`config.mk`:
```
export PLATFORM = sky130hd
export DESIGN_NAME = rgb_pwm_fader_flat
export DESIGN_NICKNAME = d
export VERILOG_FILES = /design/src/rtl/rgb_pkg.sv /design/src/rtl/rgb_pwm_fader_if.sv /design/src/rtl/pwm_channel.sv /design/src/rtl/rgb_pwm_fader.sv /design/src/flat_wrapper.sv
export SDC_FILE = /design/constraint.sdc
export NUM_CORES = 1
export LEC_CHECK = 0
export ABC_CLOCK_PERIOD_IN_PS = 3400
export BUFFER_PORTS_ARGS = -buffer_cell sky130_fd_sc_hd__clkbuf_2
export CAP_MARGIN = 20
export CORE_UTILIZATION = 64
export DETAILED_ROUTE_END_ITERATION = 12
export MAX_ROUTING_LAYER = met4
export PLACE_DENSITY = 0.9
export SKIP_CTS_REPAIR_TIMING = 1
export SYNTH_ARGS = -nofsm -noshare
export SYNTH_HDL_FRONTEND = slang
export SYNTH_SLANG_ARGS = --single-unit
```
`constraint.sdc`:
```
create_clock -name clk -period 3.4 [get_ports clk]
set_input_delay 0.34 -clock clk [delete_from_list [all_inputs] [get_ports clk]]
set_output_delay 0.34 -clock clk [all_outputs]
set_load 0.02 [all_outputs]
```
`src/rtl/rgb_pkg.sv`:
```
// Shared RGB definitions: color codes, duty width and the code-to-channel mask.
// Also used by the color sequencer.
package rgb_pkg;

  localparam int DUTY_W = 8;
  localparam logic [DUTY_W-1:0] DUTY_MAX = '1;

  localparam logic [2:0] CODE_RED     = 3'b000;
  localparam logic [2:0] CODE_YELLOW  = 3'b001;
  localparam logic [2:0] CODE_GREEN   = 3'b010;
  localparam logic [2:0] CODE_CYAN    = 3'b011;
  localparam logic [2:0] CODE_BLUE    = 3'b100;
  localparam logic [2:0] CODE_MAGENTA = 3'b101;
  localparam logic [2:0] CODE_OFF     = 3'b110;

  typedef enum logic {
    ST_IDLE = 1'b0,
    ST_FADE = 1'b1
  } fade_state_e;

  // Returns {R, G, B}; 1 means the channel is lit in that color.
  function automatic logic [2:0] color_mask(input logic [2:0] code);
    case (code)
      CODE_RED:     color_mask = 3'b100;
      CODE_YELLOW:  color_mask = 3'b110;
      CODE_GREEN:   color_mask = 3'b010;
      CODE_CYAN:    color_mask = 3'b011;
      CODE_BLUE:    color_mask = 3'b001;
      CODE_MAGENTA: color_mask = 3'b101;
      default:      color_mask = 3'b000;
    endcase
  endfunction

endpackage

```
`src/rtl/rgb_pwm_fader_if.sv`:
```
// Color request channel between a requester (master) and the fader (slave).
interface rgb_pwm_fader_if;
  // A request transfers on a rising clk edge where color_valid && color_ready;
  // color_code is only meaningful while color_valid is high. The fader does
  // not queue: a valid presented while color_ready is low is dropped.
  logic       color_valid;
  logic [2:0] color_code;
  logic       color_ready;

  modport master (output color_valid, output color_code, input color_ready);
  modport slave  (input color_valid, input color_code, output color_ready);
endinterface

```
`src/rtl/pwm_channel.sv`:
```
// One PWM output: compares a duty against the shared PWM counter and registers
// the drive. Full-scale duty is held solidly on.
module pwm_channel
  import rgb_pkg::*;
(
  input  logic              clk,
  input  logic              rst,
  input  logic [DUTY_W-1:0] duty,
  input  logic [DUTY_W-1:0] pwm_cnt,
  output logic              drive
);

  always_ff @(posedge clk) begin
    if (rst) drive <= 1'b0;
    else     drive <= (duty == DUTY_MAX) || (pwm_cnt < duty);
  end

endmodule

```
`src/rtl/rgb_pwm_fader.sv`:
```
// RGB LED fader: accepts a color, ramps all three duties one count per fade
// tick toward the new targets, and drives three registered PWM outputs.
module rgb_pwm_fader
  import rgb_pkg::*;
#(
  parameter int PWM_DIV  = 1,
  parameter int FADE_DIV = 12000
) (
  input  logic             clk,
  input  logic             rst,
  rgb_pwm_fader_if.slave   req,
  output logic             busy,
  output logic             RGB_R,
  output logic             RGB_G,
  output logic             RGB_B,
  output fade_state_e      dbg_state
);

  localparam int PRE_W  = (PWM_DIV  > 1) ? $clog2(PWM_DIV)  : 1;
  localparam int FADE_W = (FADE_DIV > 1) ? $clog2(FADE_DIV) : 1;
  localparam logic [PRE_W-1:0]  PRE_LAST  = PRE_W'(PWM_DIV - 1);
  localparam logic [FADE_W-1:0] FADE_LAST = FADE_W'(FADE_DIV - 1);

  fade_state_e       state;
  logic              ready_q;
  logic [PRE_W-1:0]  pre_cnt;
  logic [DUTY_W-1:0] pwm_cnt;
  logic [FADE_W-1:0] fade_cnt;
  logic [DUTY_W-1:0] duty     [3];
  logic [DUTY_W-1:0] target   [3];
  logic [DUTY_W-1:0] duty_nxt [3];
  logic [DUTY_W-1:0] new_tgt  [3];
  logic [2:0]        mask;
  logic              differs;
  logic              all_done;

  assign req.color_ready = ready_q;
  assign dbg_state       = state;

  // Channel index 0/1/2 = R/G/B; mask bit 2-i belongs to channel i.
  always_comb begin
    mask     = color_mask(req.color_code);
    differs  = 1'b0;
    all_done = 1'b1;
    for (int i = 0; i < 3; i++) begin
      new_tgt[i]  = mask[2-i] ? DUTY_MAX : '0;
      duty_nxt[i] = duty[i];
      if (duty[i] < target[i])      duty_nxt[i] = duty[i] + 1'b1;
      else if (duty[i] > target[i]) duty_nxt[i] = duty[i] - 1'b1;
      if (new_tgt[i] != duty[i])    differs = 1'b1;
      if (duty_nxt[i] != target[i]) all_done = 1'b0;
    end
  end

  // Free-running PWM timebase; never disturbed by requests.
  always_ff @(posedge clk) begin
    if (rst) begin
      pre_cnt <= '0;
      pwm_cnt <= '0;
    end else if (pre_cnt == PRE_LAST) begin
      pre_cnt <= '0;
      pwm_cnt <= pwm_cnt + 1'b1;
    end else begin
      pre_cnt <= pre_cnt + 1'b1;
    end
  end

  always_ff @(posedge clk) begin
    if (rst) begin
      state    <= ST_IDLE;
      ready_q  <= 1'b1;
      busy     <= 1'b0;
      fade_cnt <= '0;
      for (int i = 0; i < 3; i++) begin
        duty[i]   <= '0;
        target[i] <= '0;
      end
    end else begin
      case (state)
        ST_IDLE: begin
          if (req.color_valid && ready_q) begin
            for (int i = 0; i < 3; i++) target[i] <= new_tgt[i];
            fade_cnt <= '0;
            if (differs) begin
              state   <= ST_FADE;
              ready_q <= 1'b0;
              busy    <= 1'b1;
            end
          end
        end
        ST_FADE: begin
          // Counter wrap is the fade tick; leave as soon as the step lands.
          if (fade_cnt == FADE_LAST) begin
            fade_cnt <= '0;
            for (int i = 0; i < 3; i++) duty[i] <= duty_nxt[i];
            if (all_done) begin
              state   <= ST_IDLE;
              ready_q <= 1'b1;
              busy    <= 1'b0;
            end
          end else begin
            fade_cnt <= fade_cnt + 1'b1;
          end
        end
        default: state <= ST_IDLE;
      endcase
    end
  end

  pwm_channel u_ch_r (.clk(clk), .rst(rst), .duty(duty[0]), .pwm_cnt(pwm_cnt), .drive(RGB_R));
  pwm_channel u_ch_g (.clk(clk), .rst(rst), .duty(duty[1]), .pwm_cnt(pwm_cnt), .drive(RGB_G));
  pwm_channel u_ch_b (.clk(clk), .rst(rst), .duty(duty[2]), .pwm_cnt(pwm_cnt), .drive(RGB_B));

endmodule

```
`src/flat_wrapper.sv`:
```
// flat-port wrapper written by rule: the top's interface ports become plain ports
module rgb_pwm_fader_flat import rgb_pkg::*;
#(
  parameter int PWM_DIV  = 1,
  parameter int FADE_DIV = 12000
)
  (clk, rst, busy, RGB_R, RGB_G, RGB_B, dbg_state, req_color_valid, req_color_code, req_color_ready);
  rgb_pwm_fader_if req_i ();
  input  logic clk;
  input  logic rst;
  output logic busy;
  output logic RGB_R;
  output logic RGB_G;
  output logic RGB_B;
  output fade_state_e dbg_state;
  input wire logic [$bits(req_i.color_valid)-1:0] req_color_valid;
  input wire logic [$bits(req_i.color_code)-1:0] req_color_code;
  output wire logic [$bits(req_i.color_ready)-1:0] req_color_ready;
  assign req_i.color_valid = req_color_valid;
  assign req_i.color_code = req_color_code;
  assign req_color_ready = req_i.color_ready;
  rgb_pwm_fader #(.PWM_DIV(PWM_DIV), .FADE_DIV(FADE_DIV)) u_core (.clk(clk), .rst(rst), .req(req_i), .busy(busy), .RGB_R(RGB_R), .RGB_G(RGB_G), .RGB_B(RGB_B), .dbg_state(dbg_state));
endmodule
```
# Yosys cells after proc, flatten, opt, wreduce, memory -nomap -nowiden
# Memory sizes are Yosys's and may differ from the RTL's.
# Index checks and enable logic that the tools add are counted.
dict set report op_classes {
  addsub 9
  order_cmp 9
  eq_ne 19
  muxes 50
  bitwise_logic 8
  reduce_logical 7
}
# cell count
set op_table {}
lappend op_table {{2-to-1 mux 8 bit} 15}
lappend op_table {{< comparator 8 bit} 6}
lappend op_table {{!= test 8 bit} 6}
lappend op_table {{adder 8 x 1 -> 8 bit, second input constant} 4}
lappend op_table {{2-to-1 mux 1 bit} 28}
lappend op_table {{2-to-1 mux 14 bit} 2}
lappend op_table {{case mux 14 bit (2 select lines)} 1}
lappend op_table {{== test 8 bit, second input constant} 3}
lappend op_table {{> comparator 8 bit} 3}
lappend op_table {{subtractor 8 x 1 -> 8 bit, second input constant} 3}
lappend op_table {{case mux 3 bit (6 select lines)} 1}
lappend op_table {{adder 14 x 1 -> 14 bit, second input constant} 1}
lappend op_table {{== test 14 bit, second input constant} 1}
lappend op_table {{== test 3 x 2 -> 1 bit, second input constant} 2}
lappend op_table {{== test 3 bit, second input constant} 2}
lappend op_table {{bitwise OR 1 bit} 6}
lappend op_table {{case mux 1 bit (2 select lines)} 3}
lappend op_table {{!= test 2 x 1 -> 1 bit, second input constant} 2}
lappend op_table {{!= test 2 bit, second input constant} 2}
lappend op_table {{AND reduction 4 bit} 1}
lappend op_table {{== test 3 x 1 -> 1 bit, second input constant} 1}
lappend op_table {{zero test 3 bit} 1}
lappend op_table {{logical OR 1 bit} 3}
lappend op_table {{inverter 1 bit} 2}
lappend op_table {{other kinds (3)} 3}
dict set report word_totals {
  register_bits 29
  mem_bits_rw 48
  out_inout_bits 6
  wordCells 113
  n_memories 2
}
# memory depth word_bits read_ports rd_clocked_by_memory_dff wr line_no
set mem_list {}
lappend mem_list {u_core.duty 3 8 3 0 3 rgb_pwm_fader.sv:29} ;# logic [DUTY_W-1:0] duty [3];
lappend mem_list {u_core.target 3 8 3 0 3 rgb_pwm_fader.sv:30} ;# logic [DUTY_W-1:0] target [3];

# Depth between registers and ports, before layout
dict set report depth {
  word_depth 10
  depth_mapped 12
}

# Hierarchy
# A second synthesis with hierarchy kept.
dict set report unflattened {
  hier_cells 602
  hier_area_um2 4963.5
}
# mod n_inst cells_each area_per_inst_um2
set by_module_without_submodules {}
lappend by_module_without_submodules {rgb_pwm_fader 1 518 4276.6}
lappend by_module_without_submodules {pwm_channel 3 28 229.0}

# Worst setup path after synthesis
# No wires, ideal clock.
dict set report synth_timing {
  path_kind {flip-flop to flip-flop}
  startpoint {mem u_core.target[2][6] (netlist: u_core.target[0][22])}
  endpoint {reg u_core.busy}
  setup_ps 133
  arrival_ps 2861
  path_slack_ps 406
  stages_incl_launch_ff 13
  synth_period_minus_slack_ps 2994
  cell_sequence {edfxtp_1 > inv_1 > ha_1 > a211oi_1 > nor2_1 > or2_0 > clkbuf_1 > or4_1 > o211ai_2 > o2111ai_1 > or4_1 > a21oi_1 > a211oi_1}
}
# item line_no
set synth_rtl {}
lappend synth_rtl {{start: declaration} rgb_pwm_fader.sv:30}
lappend synth_rtl {{end signal: assignment} rgb_pwm_fader.sv:72} ;# busy <= 1'b0;
lappend synth_rtl {{end signal: assignment} rgb_pwm_fader.sv:87} ;# busy <= 1'b1;
lappend synth_rtl {{end signal: assignment} rgb_pwm_fader.sv:99} ;# busy <= 1'b0;
lappend synth_rtl {{end: declaration} rgb_pwm_fader.sv:12} ;# output logic busy,

==> results by stage <==
Critical path:
- The required arrival time at the worst endpoint is 3600 ps.
- The family of cells with the greatest summed delay on the critical path is simple AND/OR/NAND/NOR gates.
- Among all stages on the critical path, the largest delay is contributed by sky130_fd_sc_hd__or4_2.
- The setup path with the least slack is of type reg2reg.
- STA puts the critical path data arrival time at between 3000 and 4000 ps.
- Of all nets on the critical path, the largest fanout is 7.
- The worst setup path is launched from a register.
- In this design, the stage delay of the slowest critical-path cell is 560 ps.
- The sort of element at the end of the critical path is a register.
- Walking the worst path, the cells encountered are inv_2 > ha_1 > nand4_1 > o21ai_0 > or4_2 > a22oi_1 > nor3b_1 > or4_4 > nor4_2 > o22a_2 > a211oi_1.
- The number of buffers and inverters on the critical path is 1.

Die:
- The number of core rows is 31.
- The effective utilization at floorplan is 0.660.
- The floorplan die area is 0.00783 mm².
- The region available for standard cell placement spans just over 0.007 mm².
- The boundary pin count is 12.
- From bottom edge to top edge, the die measures 88.5 µm.
- The die span in x is 88.5 µm.

Timing:
- The setup slack of the critical path after layout is 181 ps.
- For this run, the top clock speed supported by timing is 311 MHz.
- The clock period could shrink to around 3200 ps.
- The number of failing setup endpoints in the final timing report is 0.
- For the final routed database, the setup TNS stands at 0 ps.
- Final hold analysis gives a worst-case slack of 399 ps.
- Headroom to the max-slew limit came out at 0.555.
- The count of pins over their slew limit is 0.
- Setup repair after global routing left no endpoint under its margin.
- The setup clock skew after layout is slightly below 10 ps.
- In the finished design, the share of the clock period the worst path needs comes to 0.947.
- For the pin with the worst max-slew slack, the measured transition is approximately 670 ps.
- The final number of hold-violating endpoints is 0.

Detailed routing:
- The post-route antenna net violation count is 0.
- The via count normalized by instance count is 6.64.
- The total vias in the final route is 4,715.
- The final wirelength is 12,500 µm.
- The length of the first detailed-routing pass in iterations is 5.
- The number of remaining DRC errors is 0.
- The first routing iteration left 405 violations.
- The routed wirelength normalized by instance count is 17.6 µm.

Clock tree:
- The clock net in this run drives a total of 56 sinks.
- The root buffer cell is sky130_fd_sc_hd__clkbuf_8.
- The clock passes through at most 2 buffers.
- TritonCTS built the clock tree.
- The number of H-tree levels is 2.
- The worst-skew pair later-pin latency is around 330 ps.
- The clock slew seen by the registers of the worst setup and hold paths is 120 ps.
- Clock tree synthesis inserted a total of 5 buffers.

Layout:
- The post-layout instance area is 0.00518 mm².
- Compared with the post-synthesis result, the final layout area differs by 8.29%.
- In the final layout, the share of cells above drive strength 1 is 0.113.
- The number of antenna diodes in the final layout is 0.
- The layout has 590 filler cells.
- At the end of the flow, the number of nets in the layout was about 670.

Logic synthesis:
- Of the total synthesized cell area, the portion taken by AND, OR, NAND and NOR gates is 0.289.
- For this run, the register share of the synthesized area comes to 0.291.
- The post-synthesis async set-or-reset flop share is 0.
- Yosys mapped a number of flops with a built-in enable equal to 27.
- The synthesized design contains 56 register bits.
- Of the total synthesized cell area, the portion taken by full adders, half adders and majority gates is 0.139.
- The share of synthesized area spent on multiplexers is 0.00418.
- The synthesized instance count is 586.
- By area the synthesized netlist is led by sky130_fd_sc_hd__edfxtp_1, sky130_fd_sc_hd__ha_1, sky130_fd_sc_hd__dfxtp_1, sky130_fd_sc_hd__nor2_1, sky130_fd_sc_hd__a21oi_1.
- The library cell occupying the most area in the post-synthesis netlist is sky130_fd_sc_hd__edfxtp_1.
- The post-synthesis compound-gate area fraction is 0.203.
- The net count after synthesis is 645.
- After synthesis, the largest family of logic cells by area is simple AND/OR/NAND/NOR gates.
- In this run the mean area of a mapped cell was 8.17 µm².
- The count of different cell masters after synthesis is 61.
- For this run, the leading register cell type out of synthesis is sky130_fd_sc_hd__dfxtp_1.
- Of the total synthesized cell area, the portion taken by XOR and XNOR cells is 0.0293.
- The share of the synthesized area in the top cell type is 0.169.
- For this run, the number of Yosys warnings is 0.
- The synthesized cell area is 0.00479 mm².

GRT:
- The total routing resource utilization after global routing is 0.341.
- Entering global routing, the biggest net connects 34 pins.
- The initial antenna violation count is 0.
- Global routing finished with a remaining overflow of 0.
- The via count of the first global-routing pass was between 4,000 and 5,000.
- The first global-routing pass estimated 20,300 µm of wire.

Power and ir drop:
- The relative contribution of sequential cells to total power is 0.478.
- For this design the total switching power over the nets is 0.542 mW.
- VDD sags by at most around 190 µV.
- The analysis attributes to cell leakage a power of 2.10 nW.
- The share of total power dissipated in combinational logic is 0.256.
- The portion of total power attributed to the clock network is 0.266.
- Of the total power, the share spent switching nets is 0.343.
- Power spread over the standard cell area amounts to 305 mW/mm².
- The internal power is about 1.0 mW.

Placement:
- The worst setup slack before clock tree synthesis is 74.8 ps.
- After detailed placement, the total cell area comes to 0.00508 mm².
- Routability-driven placement finished with a final weighted congestion of 1.02.
- The number of buffers inserted by port buffering is 11.
- The half-perimeter wire length after detailed placement is 9200 µm.

Job:
- The tool flagged a number of max-cap violations equal to 0.

Run status:
- The run finished with clean final reports.

Worst hold path:
- The tightest min-delay check is of the in2reg type.
==> cells in the mapped netlist, types with 4 or more instances <==
cell type,instances
sky130_fd_sc_hd__a211oi_1,6
sky130_fd_sc_hd__a21o_1,24
sky130_fd_sc_hd__a21oi_1,41
sky130_fd_sc_hd__a22oi_1,10
sky130_fd_sc_hd__a311oi_1,4
sky130_fd_sc_hd__a31oi_1,5
sky130_fd_sc_hd__and3_1,9
sky130_fd_sc_hd__and4_1,4
sky130_fd_sc_hd__clkbuf_1,17
sky130_fd_sc_hd__dfxtp_1,29
sky130_fd_sc_hd__edfxtp_1,27
sky130_fd_sc_hd__ha_1,53
sky130_fd_sc_hd__inv_1,30
sky130_fd_sc_hd__nand2_1,32
sky130_fd_sc_hd__nand2b_1,12
sky130_fd_sc_hd__nand3_1,23
sky130_fd_sc_hd__nand4_1,20
sky130_fd_sc_hd__nor2_1,72
sky130_fd_sc_hd__nor2b_1,11
sky130_fd_sc_hd__nor3_1,17
sky130_fd_sc_hd__nor3b_1,7
sky130_fd_sc_hd__nor4_1,17
sky130_fd_sc_hd__o211ai_1,7
sky130_fd_sc_hd__o21ai_0,25
sky130_fd_sc_hd__o31ai_1,6
sky130_fd_sc_hd__or2_2,5
sky130_fd_sc_hd__or3_1,9
sky130_fd_sc_hd__or4_1,5
sky130_fd_sc_hd__xnor2_1,9
sky130_fd_sc_hd__xor2_1,7
==> registers in the layout, indices dropped and copies added (netlist names) <==
signal / flops
u_core.u_ch_g.drive: 1
u_core.u_ch_r.drive: 1
u_core.u_ch_b.drive: 1
u_core.pre_cnt: 1
u_core.dbg_state: 1
u_core.busy: 1
u_core.target: 3
u_core.duty: 24
u_core.fade_cnt: 14
u_core.req.color_ready: 1
u_core.pwm_cnt: 8
==> path summary, 6_finish.rpt <==
kind	from	end	slack, ps	depth (start not counted)
setup / recovery	u_core.target[0][15]	u_core.dbg_state	180	11
hold / removal	req_color_code[2]	u_core.target[0][15]	400	2
setup reg to reg	u_core.target[0][15]	u_core.dbg_state	180	11
hold reg to reg	u_core.fade_cnt[13]	u_core.fade_cnt[13]	510	1
==> area by class of cell <==
type | count | area (µm²) | area share
Multi-Input combinational cell | 478 | 3190 | 0.616
Sequential cell | 56 | 1390 | 0.268
Timing Repair Buffer | 39 | 265 | 0.0512
Tap cell | 99 | 124 | 0.0239
Inverter | 30 | 113 | 0.0217
Clock buffer | 5 | 68.8 | 0.0133
Clock inverter | 3 | 28.8 | 0.00555
==> placed cells by master, fill, tap and decap left out, drive strengths merged, types with 2 or more instances in the layout <==
master,synthesis,final
nor2,72,72
ha,53,53
a21oi,42,42
inv,30,33
nand2,32,32
dfxtp,29,29
buf,5,28
edfxtp,27,27
o21ai,26,26
nand3,24,24
a21o,24,24
nand4,20,20
nor4,20,20
nor3,17,17
clkbuf,17,16
nand2b,12,12
nor2b,11,11
a22oi,10,10
or3,10,10
and3,9,9
xnor2,9,9
o211ai,8,8
nor3b,7,7
xor2,7,7
or4,7,7
a211oi,6,6
o31ai,6,6
or2,6,6
a31oi,5,5
and4,5,5
a311oi,4,4
a2111oi,3,3
o221ai,3,3
nand3b,2,2
o21a,2,2
a32o,2,2
mux2i,2,2
and4b,2,2
==> routing by layer <==
metal,track usage,share of wire,vias to the layer above
met1,0.457,0.44,2189
met2,0.538,0.47,240
li1,-,-,2250
met4,0.114,0.025,0
met5,-,0,-
met3,0.0345,0.071,36
==> metrics by stage <==
| stage | utilization | std cells | power (mW) |
|---|---|---|---|
| 6_report | 0.715 | 710 | 1.58 |
| 5_1_grt | 0.715 | 710 | 1.65 |
| 3_5_place_dp | 0.700 | 702 | 1.16 |
| 4_1_cts | 0.713 | 710 | 1.57 |
| 3_3_place_gp | 0.700 | 702 | 1.14 |
| 2_1_floorplan | - | 586 | 1.05 |
==> power groups by stage <==
stage	clock network (mW)	logic, mW	registers [mW]
after floorplan	0	0.276	0.769
after global placement	0	0.373	0.767
after detailed placement	0	0.389	0.769
after CTS	0.424	0.392	0.754
after global routing	0.447	0.444	0.758
final	0.420	0.404	0.755
==> logic make-up (layout without fill, tap and decap cells) <==
| family | after synthesis | after routing |
|---|---|---|
| and+or+nand+nor | 258 | 258 |
| AOI/OAI and AO/OA | 148 | 148 |
| DFF | 56 | 56 |
| adders and majority gates | 53 | 53 |
| buffers and inverters | 52 | 77 |
| xor gates and xnor gates | 16 | 16 |
| muxes | 2 | 2 |
| other | 1 | 1 |
Power figures use the tool's default switching activity.
